===== src/rtl/rr_arb_4.sv =====
// rr_arb_4: four-way round-robin arbiter with hold limit.
// Registered one-hot grant decoded from a registered winner index.
module rr_arb_4 #(
  parameter int MAX_HOLD = 8,
  parameter int CW       = 8
) (
  input  logic       clk,
  input  logic       rst,
  input  logic       en,
  input  logic [3:0] req,
  output logic [3:0] gnt,
  output logic [1:0] gnt_idx,
  output logic       gnt_vld,
  output logic       timeout
);

  typedef enum logic {IDLE, BUSY} state_t;

  localparam logic [CW-1:0] HLAST = CW'(MAX_HOLD - 1);

  state_t        state, state_n;
  logic [1:0]    ptr, ptr_n;
  logic [CW-1:0] hcnt, hcnt_n;

  logic [1:0] cand;
  logic [1:0] win;
  logic       win_vld;
  logic       rel;
  logic       frc;

  logic [1:0] idx_n;
  logic       vld_n;
  logic       to_n;
  logic [3:0] gnt_n;

  // cyclic search from ptr; descending loop so the nearest requester wins
  always_comb begin
    cand    = '0;
    win     = '0;
    win_vld = 1'b0;
    for (int k = 3; k >= 0; k--) begin
      cand = ptr + 2'(k);
      if (req[cand]) begin
        win     = cand;
        win_vld = 1'b1;
      end
    end
  end

  // release when the winner drops or the hold limit is reached
  always_comb begin
    frc = (state == BUSY) && req[gnt_idx] && (hcnt == HLAST);
    rel = (state == BUSY) && (!req[gnt_idx] || (hcnt == HLAST));
  end

  // next-state: FSM state, rotation pointer and hold counter
  always_comb begin
    state_n = state;
    ptr_n   = ptr;
    hcnt_n  = hcnt;
    case (state)
      IDLE: begin
        if (en && win_vld) begin
          state_n = BUSY;
          hcnt_n  = '0;
        end
      end
      BUSY: begin
        if (rel) begin
          state_n = IDLE;
          ptr_n   = gnt_idx + 2'd1;
          hcnt_n  = '0;
        end else begin
          hcnt_n = hcnt + 1'b1;
        end
      end
      default: state_n = IDLE;
    endcase
  end

  // next outputs: winner index, valid, timeout pulse, one-hot grant
  always_comb begin
    idx_n = '0;
    vld_n = 1'b0;
    to_n  = 1'b0;
    case (state)
      IDLE: begin
        if (en && win_vld) begin
          idx_n = win;
          vld_n = 1'b1;
        end
      end
      BUSY: begin
        if (rel) begin
          to_n = frc;
        end else begin
          idx_n = gnt_idx;
          vld_n = 1'b1;
        end
      end
      default: ;
    endcase
    gnt_n = '0;
    if (vld_n) begin
      unique case (1'b1)
        (idx_n == 2'd0): gnt_n = 4'b0001;
        (idx_n == 2'd1): gnt_n = 4'b0010;
        (idx_n == 2'd2): gnt_n = 4'b0100;
        (idx_n == 2'd3): gnt_n = 4'b1000;
        default:         gnt_n = 4'b0000;
      endcase
    end
  end

  // state and output registers; reset dominates
  always_ff @(posedge clk) begin
    if (rst) begin
      state   <= IDLE;
      ptr     <= '0;
      hcnt    <= '0;
      gnt     <= '0;
      gnt_idx <= '0;
      gnt_vld <= 1'b0;
      timeout <= 1'b0;
    end else begin
      state   <= state_n;
      ptr     <= ptr_n;
      hcnt    <= hcnt_n;
      gnt     <= gnt_n;
      gnt_idx <= idx_n;
      gnt_vld <= vld_n;
      timeout <= to_n;
    end
  end

endmodule


===== config.mk =====
export PLATFORM = sky130hd
export DESIGN_NAME = rr_arb_4
export DESIGN_NICKNAME = d
export VERILOG_FILES = /design/src/rtl/rr_arb_4.sv
export SDC_FILE = /design/constraint.sdc
export NUM_CORES = 1
export LEC_CHECK = 0
export CORE_ASPECT_RATIO = 1.2
export CORE_MARGIN = 1.5
export CORE_UTILIZATION = 55
export DETAILED_ROUTE_END_ITERATION = 10
export HOLD_SLACK_MARGIN = 0.12
export PLACE_DENSITY_LB_ADDON = 0.08
export SYNTH_ARGS = -nofsm -noshare
export SYNTH_HDL_FRONTEND = slang
export SYNTH_SLANG_ARGS = --single-unit

===== constraint.sdc =====
create_clock -name clk -period 3.3 [get_ports clk]
set_input_delay 0.66 -clock clk [delete_from_list [all_inputs] [get_ports clk]]
set_output_delay 0.66 -clock clk [all_outputs]
set_load 0.01 [all_outputs]

==> results of run 1 <==
cell families after synthesis:
| group | Yosys count | share of synthesized area |
|---|---|---|
| and+or+nand+nor | 46 | 0.284 |
| AOI/OAI and AO/OA | 28 | 0.227 |
| DFF | 18 | 0.384 |
| buffers and inverters | 7 | 0.0373 |
| muxes | 3 | 0.0453 |
| xor gates and xnor gates | 1 | 0.00934 |
| adders and majority gates | 1 | 0.0133 |
Yosys cell counts (all sizes together), types with 3 or more instances:
cell | count | area share
dfxtp | 18 | 0.38
nand2 | 9 | 0.036
nand3 | 8 | 0.043
or3 | 7 | 0.047
nor2 | 6 | 0.024
a21oi | 5 | 0.027
a31oi | 5 | 0.033
o21ai | 4 | 0.021
inv | 3 | 0.012
worst register-to-register path: stages (launching register included):
cell and delay [ns]:
dfxtp_1 0.53, mux4_2 0.61, o311a_4 0.20, o21bai_1 0.36
and4b_1 0.24
state kept, by name, indices dropped and copies added (netlist names):
name,cells
timeout,1
gnt,4
state,1
hcnt,8
ptr,2
gnt_idx,2
final cells by class:
class	instances	area, µm²
multi-input combinational	79	543
fill	130	508
sequential	18	360
clock buffer	4	36.3
inverter	3	11.3
tap	18	22.5
timing repair buffer	14	140
through the flow:
stage	instance area, µm²	util
2_1_floorplan	938	-
3_3_place_gp	1080	0.664
3_5_place_dp	1080	0.664
4_1_cts	1110	0.687
5_1_grt	1110	0.687
6_report	1110	0.687
per-layer routing:
layer  global-route usage  up-vias  share of wire
met4                0.120        0          0.018
met3               0.0411        4          0.045
met5                    0        -              0
met1                0.266      394           0.45
li1                     -      430              -
met2                0.352       32           0.48
path summary, 6_finish.rpt:
kind / startpoint / end / slack (ns) / cells after the start
max: req[3] / gnt[0] / 0.98 / 5
min: ptr[0] / ptr[0] / 0.52 / 2
max reg2reg: gnt_idx[1] / gnt[0] / 1.26 / 4
min reg2reg: ptr[0] / ptr[0] / 0.52 / 2
power by group:
| group | total [mW] | internal, mW | switching, mW |
|---|---|---|---|
| Sequential | 0.228 | 0.222 | 0.00554 |
| Combinational | 0.0574 | 0.0275 | 0.0299 |
| Clock | 0.137 | 0.0674 | 0.0693 |
| Total | 0.422 | 0.317 | 0.105 |
==> impl_results.md, run 1 <==
- Run status: finished clean
- CP bufs+invs: 1
- Endpoints failing hold: 0
- Slew HR: 0.537
- Worst Skew: 0.00403 ns
- Routed len/inst: 14.5 µm
- Mapped Cells: 104
- Worst-Margin Slew: 0.684 ns
- Nets: 127
- Die area: 1960 µm²
- Worst hold path class: flop to flop
- TritonCTS clock tree: yes
- CTS Buf Count: 3
- Ys Warns: 0
- DRT Wirelength: 1980 µm
- WS Path Type: input pin to flop
- Worst path max stage delay: 0.57 ns
- Largest net degree at the start of global routing: 15
- H-tree level count: 1
- Worst Setup Start Kind: input pin
- Post-CTS Resized: 0
- Layout area overhead: 18.7%
- Netlist cell types: 42
- Clock Pin Slew Worst Setup and Hold Paths: 0.10 ns
- Diodes inserted: 0
- Initial DRC count: 16
- # setup viols final: 0
- Pwr dens: 379 nW/µm²
- Placeable Area: 1620 µm²
- Tot Pwr: 0.422 mW
- DR vias/cell: 6.32
- RSZ-0062 raised after global routing: false
- Clk_lat worst skew: 0.30 ns
- Fin Setup TNS: 0 ns
- CP required: 3.51 ns
- Gr usage total: 0.217
- CP endpoint kind: flop
- Setup Buffers After CTS: 0
- Die width: 40.7 µm
- Worst setup margin: 0.980 ns
- Max-Cap Viols: 0
- First-pass GRT wire length: 2770 µm
- Async SR Flop Fraction: 0
- Crit-path cells: clkdlybuf4s50_1 > mux4_2 > o311a_4 > o21bai_1 > and4b_1
- DR vias: 860
- Drt first pass iters: 4
- Prevailing post-synth register cell: dfxtp_1
- Seq cells post-synth: 18
- Max frequency: 431 MHz
- Syn_area_per_cell: 9.02 µm²
- Hpwl dp: 1420 µm
- Register area share after synthesis: 0.384
- Fin cells: 136
- Antenna Nets Post-Route: 0
- Initial antenna violation count: 0
- Slowest cell on crit path: mux4_2
- Critical-path maximum fanout: 12
- I/O Buffers: 14
- Post-synth EDFFs: 0
- DRC viols: 0
- Post-Place Setup Slack: 0.680 ns
- Vias in the first global route: 640
- Hold-fix buffers, CTS: 0
- Fraction of layout cells with a size suffix above 1: 0.0678
- Final Critical Period: 2.32 ns
- Leakage power: 0.372 nW
- Worst hold margin: 0.519 ns
- Root Buffer: clkbuf_4
- Delay-heaviest family, CP: multiplexers
- Final Cycle Share: 0.703
- Placed cells: 132
- Slew Viols, Final: 0
- Commonest non-fill, non-tap cell in the layout: dfxtp_1
- Remaining Overflow, GRT: 0
- Die extent in y: 48.3 µm
- CP arrival: 2.53 ns
- Max clock buf depth: 2
- Area of the mapped netlist: 938 µm²
- Site Rows: 16
- Initial core utilization: 0.579
- Placer Congestion: 0.699
- IR Drop Worst-Case VDD: 0.000296 V
- # clock sinks: 18
- IO Count: 15
- Most frequent cells in the layout: dfxtp_1, clkdlybuf4s50_1, nand2_1
- Syn_nets: 112
Note: power is estimated with default switching activity, not from simulation.
==> run 2, diff against run 1 <==
- CORE_UTILIZATION: 55 -> 51
- clock period: 3.3 -> 2.3 ns (I/O delays scaled with it)
==> run 2 against run 1 <==
Effect of this change: final area increased by 3.4%; register-to-register slack got worse by 0.87 ns; clock-buffer cell count unchanged; sequential power increased by 43%; total power increased by 46%; non-clock buffer count increased by 5; routed wire length increased by 4.5%; sequential share of layout area decreased by 1.1 points; first-iteration DRC count decreased by 25%; worst setup slack got worse by 0.69 ns; clock power increased by 45%; critical path depth increased by 1; critical endpoint is now hcnt[2]; largest cell class unchanged; largest power group unchanged.
==> impl_results.md, run 2 (synthesis results as in run 1) <==
- Leakage power: 0.396 nW (was 0.372 nW)
- # fillers: 163 (was 130)
- Initial core utilization: 0.558 (was 0.579)
- DR vias: 884 (was 860)
- Max-Cap Viols: 0 (unchanged)
- Final Critical Period: 2.01 ns
- I/O Buffers: 14 (unchanged)
- Reg with most FFs: hcnt (unchanged)
- Die width: 42.2 µm (was 40.7 µm)
- Commonest non-fill, non-tap cell in the layout: dfxtp_1 (unchanged)
- Worst setup margin: 0.294 ns (was 0.980 ns)
- CP bufs+invs: 2 (was 1)
- Hold-fix buffers, CTS: 0 (unchanged)
- Initial antenna violation count: 0 (unchanged)
- Diodes inserted: 0 (unchanged)
- Tot Pwr: 0.617 mW (was 0.422 mW)
- IR Drop Worst-Case VDD: 0.000383 V (was 0.000296 V)
- TritonCTS clock tree: yes (unchanged)
- CTS Buf Count: 3 (unchanged)
- Worst Skew: 0.00892 ns (was 0.00403 ns)
- Slew HR: 0.601 (was 0.537)
- CP arrival: 2.20 ns (was 2.53 ns)
- DRC viols: 0 (unchanged)
- # setup viols final: 0 (unchanged)
- IO Count: 15 (unchanged)
- Post-CTS Resized: 0 (unchanged)
- Worst Setup Start Kind: input pin (unchanged)
- Hpwl dp: 1490 µm (was 1420 µm)
- Antenna Nets Post-Route: 0 (unchanged)
- Die extent in y: 50.0 µm (was 48.3 µm)
- CP endpoint kind: flop (unchanged)
- Worst hold path class: flop to flop (unchanged)
- DR vias/cell: 6.27 (was 6.32)
- Setup Buffers After CTS: 0 (unchanged)
- Layout area overhead: 22.7% (was 18.7%)
- Clock Pin Slew Worst Setup and Hold Paths: 0.11 ns (was 0.10 ns)
- Endpoints failing hold: 0 (unchanged)
- RSZ-0062 raised after global routing: false (unchanged)
- Max clock buf depth: 2 (unchanged)
- Crit-path cells: clkdlybuf4s50_1 > o41ai_1 > buf_4 > and2_1 > or4b_1 > a31oi_1 (was clkdlybuf4s50_1 > mux4_2 > o311a_4 > o21bai_1 > and4b_1)
- Placeable Area: 1680 µm² (was 1620 µm²)
- Run status: finished clean (unchanged)
- Gr usage total: 0.206 (was 0.217)
- Site Rows: 16 (unchanged)
- Vias in the first global route: 778 (was 640)
- Fraction of layout cells with a size suffix above 1: 0.106 (was 0.0678)
- Critical-path maximum fanout: 8 (was 12)
- Worst-Margin Slew: 0.589 ns (was 0.684 ns)
- Drt first pass iters: 4 (unchanged)
- Most frequent cells in the layout: dfxtp_1, clkdlybuf4s50_1, nand2_1 (unchanged)
- Delay-heaviest family, CP: buffers and inverters (was multiplexers)
- H-tree level count: 1 (unchanged)
- Largest net degree at the start of global routing: 14 (was 15)
- Slowest cell on crit path: o41ai_1 (was mux4_2)
- DRT Wirelength: 2060 µm (was 1980 µm)
- Biggest regs: hcnt (8), gnt (4) (unchanged)
- Pwr dens: 536 nW/µm² (was 379 nW/µm²)
- Remaining Overflow, GRT: 0 (unchanged)
- Worst path max stage delay: 0.54 ns (was 0.57 ns)
- Initial DRC count: 12 (was 16)
- Clk_lat worst skew: 0.30 ns (about the same)
- Die area: 2110 µm² (was 1960 µm²)
- Slew Viols, Final: 0 (unchanged)
- Post-Place Setup Slack: -0.0296 ns (was 0.680 ns)
- Root Buffer: clkbuf_4 (unchanged)
- Placer Congestion: 0.832 (was 0.699)
- Routed len/inst: 14.6 µm (was 14.5 µm)
- # clock sinks: 18 (unchanged)
- Max frequency: 498 MHz
- WS Path Type: input pin to flop (unchanged)
- Nets: 132 (was 127)
- CP required: 2.50 ns (was 3.51 ns)
- Number of flip-flops in the largest register: 8 (unchanged)
- Final Cycle Share: 0.872
- First-pass GRT wire length: 3420 µm (was 2770 µm)
-- run 2: area by class of cell --
class	instances	area, µm²	share of cell area
clock buffer	4	36.3	0.0315
inverter	3	11.3	0.00978
multi-input combinational	79	543	0.472
sequential	18	360	0.313
tap	18	22.5	0.0196
timing repair buffer	19	178	0.154
-- run 2: tightest hold or removal path, delay by kind of cell, from the launching register on --
| kind | cells | cell delay, ns |
|---|---|---|
| and+or+nand+nor | 1 | 0.07 |
| DFF | 1 | 0.35 |
| AOI/OAI and AO/OA | 1 | 0.07 |
-- run 2: worst paths after layout --
kind | slack (ns) | from | cells past startpoint | to
setup / recovery | 0.29 | req[0] | 6 | hcnt[2]
hold / removal | 0.52 | hcnt[7] | 2 | hcnt[7]
setup reg to reg | 0.39 | hcnt[4] | 4 | hcnt[4]
hold reg to reg | 0.52 | hcnt[7] | 2 | hcnt[7]
-- run 2: power by group --
group          total (mW)  internal [mW]  switching (mW)
registers           0.327          0.319         0.00830
logic              0.0905         0.0462          0.0443
clock network       0.199         0.0964           0.103
total               0.617          0.462           0.155
-- run 2: per-layer routing --
metal / GRT usage / vias up / wire [µm]
met5: 0 / - / 0
met4: 0.0781 / 0 / 14
met2: 0.370 / 14 / 1020
met1: 0.250 / 431 / 982
met3: 0.0220 / 2 / 49
li1: - / 437 / -
-- run 2: through the flow --
step                      hold WS [ns]  std cells  TNS, ns  area (µm²)  utilization
after floorplan                  0.475        104        0         938            -
after global placement           0.498        137        0        1110        0.663
after detailed placement         0.503        137  -0.0296        1110        0.663
after CTS                        0.520        141        0        1150        0.685
after global routing             0.542        141        0        1150        0.685
final                            0.524        141        0        1150        0.685
==> edit, RTL diff (flow settings as in run 2) <==
Change the parameter `CW` from 8 to 7.
--- a/src/rtl/rr_arb_4.sv
+++ b/src/rtl/rr_arb_4.sv
@@ -3,5 +3,5 @@
 module rr_arb_4 #(
   parameter int MAX_HOLD = 8,
-  parameter int CW       = 8
+  parameter int CW       = 7
 ) (
   input  logic       clk,
Function: no difference found for any inputs over 10 cycles, from zero or initial values and one cycle with rst high; that may be too few to reach the edited logic, so the function may still have changed.
==> edit against run 2 <==
- non-clock buffer count is 4 lower
- synthesized cell count fell by 6.7%
- setup slack got worse by 0.0031 ns
- power down 6.2%
- clock power fell by 18%
- register-to-register slack better by 0.11 ns
- final area is 6.6% lower
- area after synthesis shrank 4.1%
- maximum frequency decreased by 0.15%
- largest cell class unchanged
- sequential cell count fell by 1
- sequential share of layout area up 0.36 points
- highest routed layer unchanged
- wire length shrank 12%
- critical path depth down 5
==> edit: results (changes against run 2) <==
- Met1 Track Usage GR: 25.2% (+0.22 points)
- Worst Path Max Fanout: 14 (+6)
- Delay-heaviest family, CP: flip-flops
- CTS Buf Count: 3 (unchanged)
- Pwr per Cell Area: 538 nW/um^2 (+0.47%)
- Headroom to the max-slew limit: 67.9% (+7.8 points)
- Post-DP HPWL: 1440 microns (-3.7%)
- Post-synthesis sequential area ratio: 37.8% (-0.57 points)
- Routed wire length: 1830 microns (-12%)
- First-pass GRT wire length: 2990 microns (-13%)
- FF-to-FF End: gnt[2]$_SDFF_PP0_
- Total gr overflow: 0 (unchanged)
- Vias in the first global route: 703 (-9.6%)
- CP Capture Point: gnt_vld
- Clk_skew: 0.00680 ns (-0.00211 ns)
- Fill cells: 148 (-9.2%)
- Status: complete, no violations
- Post-synth top cells: 17 x dfxtp_1, 8 x nor2_1, 6 x a21oi_1, 6 x nand2_1, 5 x nor2b_1
- Critical path arrival: 1.55 ns (-0.65 ns)
- R2R Setup Slk: 0.50 ns (+0.11 ns)
- Vias per std cell: 6.02 (-3.9%)
- Area of placed instances: 1050 sq um (-5.9%)
- CP peak stage delay: 0.63 ns (+0.09 ns)
- CTS max path bufs: 2 (unchanged)
- Pleak: 0.000396 uW (+0.20%)
- Post-synthesis xor/xnor area fraction: 2.92% (+2.0 points)
- Compound-Gate Fraction of Synth Area: 26.1% (+3.5 points)
- GR Util met2: 35.4% (-1.6 points)
- Met3 Resource Use GR: 4.11% (+1.9 points)
- Layout net count: 121 (-8.3%)
- Tot GR Track Use: 21.5% (+0.88 points)
- Worst path slowest cell: dfxtp_1
- Syn nets: 105 (-6.3%)
- Iter 0 DRT Violations: 8 (-4)
- CP startpoint: state$_SDFF_PP0_
- Final Wtd Congestion: 0.744 (-11%)
- Worst vdd ir: 368 uV (-4.0%)
- Largest regs: hcnt: 7 flops, gnt: 4 flops
edit: changes by cell type in the layout (fill, tap and decap cells not counted), moves of 2 or more:
cell / delta
a22o_1: +3
a311oi_1: +3
a31oi_1: -4
buf_4: -4
nand2_1: -3
nand3_1: -5
nand4_1: -2
nor2_1: +2
nor2b_1: +4
nor3_1: +2
nor4_1: +2
o211a_1: +2
o21ai_0: -3
or3_1: -6
edit: how the worst min path moves through the flow:
| stage | slack [ns] | cells past startpoint | start | endpoint |
|---|---|---|---|---|
| after floorplan | 0.47 | 1 | hcnt[2]$_SDFFE_PP0P_ | hcnt[2]$_SDFFE_PP0P_ |
| after global placement | 0.51 | 2 | hcnt[3]$_SDFFE_PP0P_ | hcnt[3]$_SDFFE_PP0P_ |
| after detailed placement | 0.50 | 1 | hcnt[6]$_SDFFE_PP0P_ | hcnt[6]$_SDFFE_PP0P_ |
| after CTS | 0.53 | 1 | hcnt[2]$_SDFFE_PP0P_ | hcnt[2]$_SDFFE_PP0P_ |
| after global routing | 0.55 | 1 | hcnt[6]$_SDFFE_PP0P_ | hcnt[6]$_SDFFE_PP0P_ |
| final | 0.53 | 2 | hcnt[3]$_SDFFE_PP0P_ | hcnt[3]$_SDFFE_PP0P_ |
edit: per-layer routing:
layer,part of all wire [%],vias up
met1,44,368
met3,2.0,4
met5,0,-
li1,-,400
met4,2.1,0
met2,51,11
edit: cells by family after synthesis:
kind of cell | Yosys count
flip-flops | 17
buffers and inverters | 8
multiplexers | 3
AO/OA/AOI/OAI | 28
XOR/XNOR | 3
AND/OR/NAND/NOR | 37
adder cells (fa/ha/maj) | 1
edit: area by class of cell:
| type | instances | area share, % |
|---|---|---|
| tap | 18 | 2.10 |
| inverter | 4 | 1.40 |
| sequential | 17 | 31.7 |
| timing repair buffer | 15 | 13.7 |
| clock buffer | 4 | 2.44 |
| multi-input combinational | 72 | 48.7 |
edit: report_power, final:
group | internal (uW) | switching [uW] | leakage [uW]
clock network | 67.5 | 96.0 | 0.0000150
registers | 304 | 13.2 | 0.000138
logic | 50.6 | 47.4 | 0.000243
edit: metrics by stage:
step | hold WS [ns] | setup slack (ns) | std cells
final | 0.526 | 0.291 | 130
after global routing | 0.552 | 0.210 | 130
after CTS | 0.531 | 0.293 | 130
after detailed placement | 0.502 | 0.0825 | 126
after global placement | 0.506 | 0.0793 | 126
after floorplan | 0.471 | 0.680 | 97
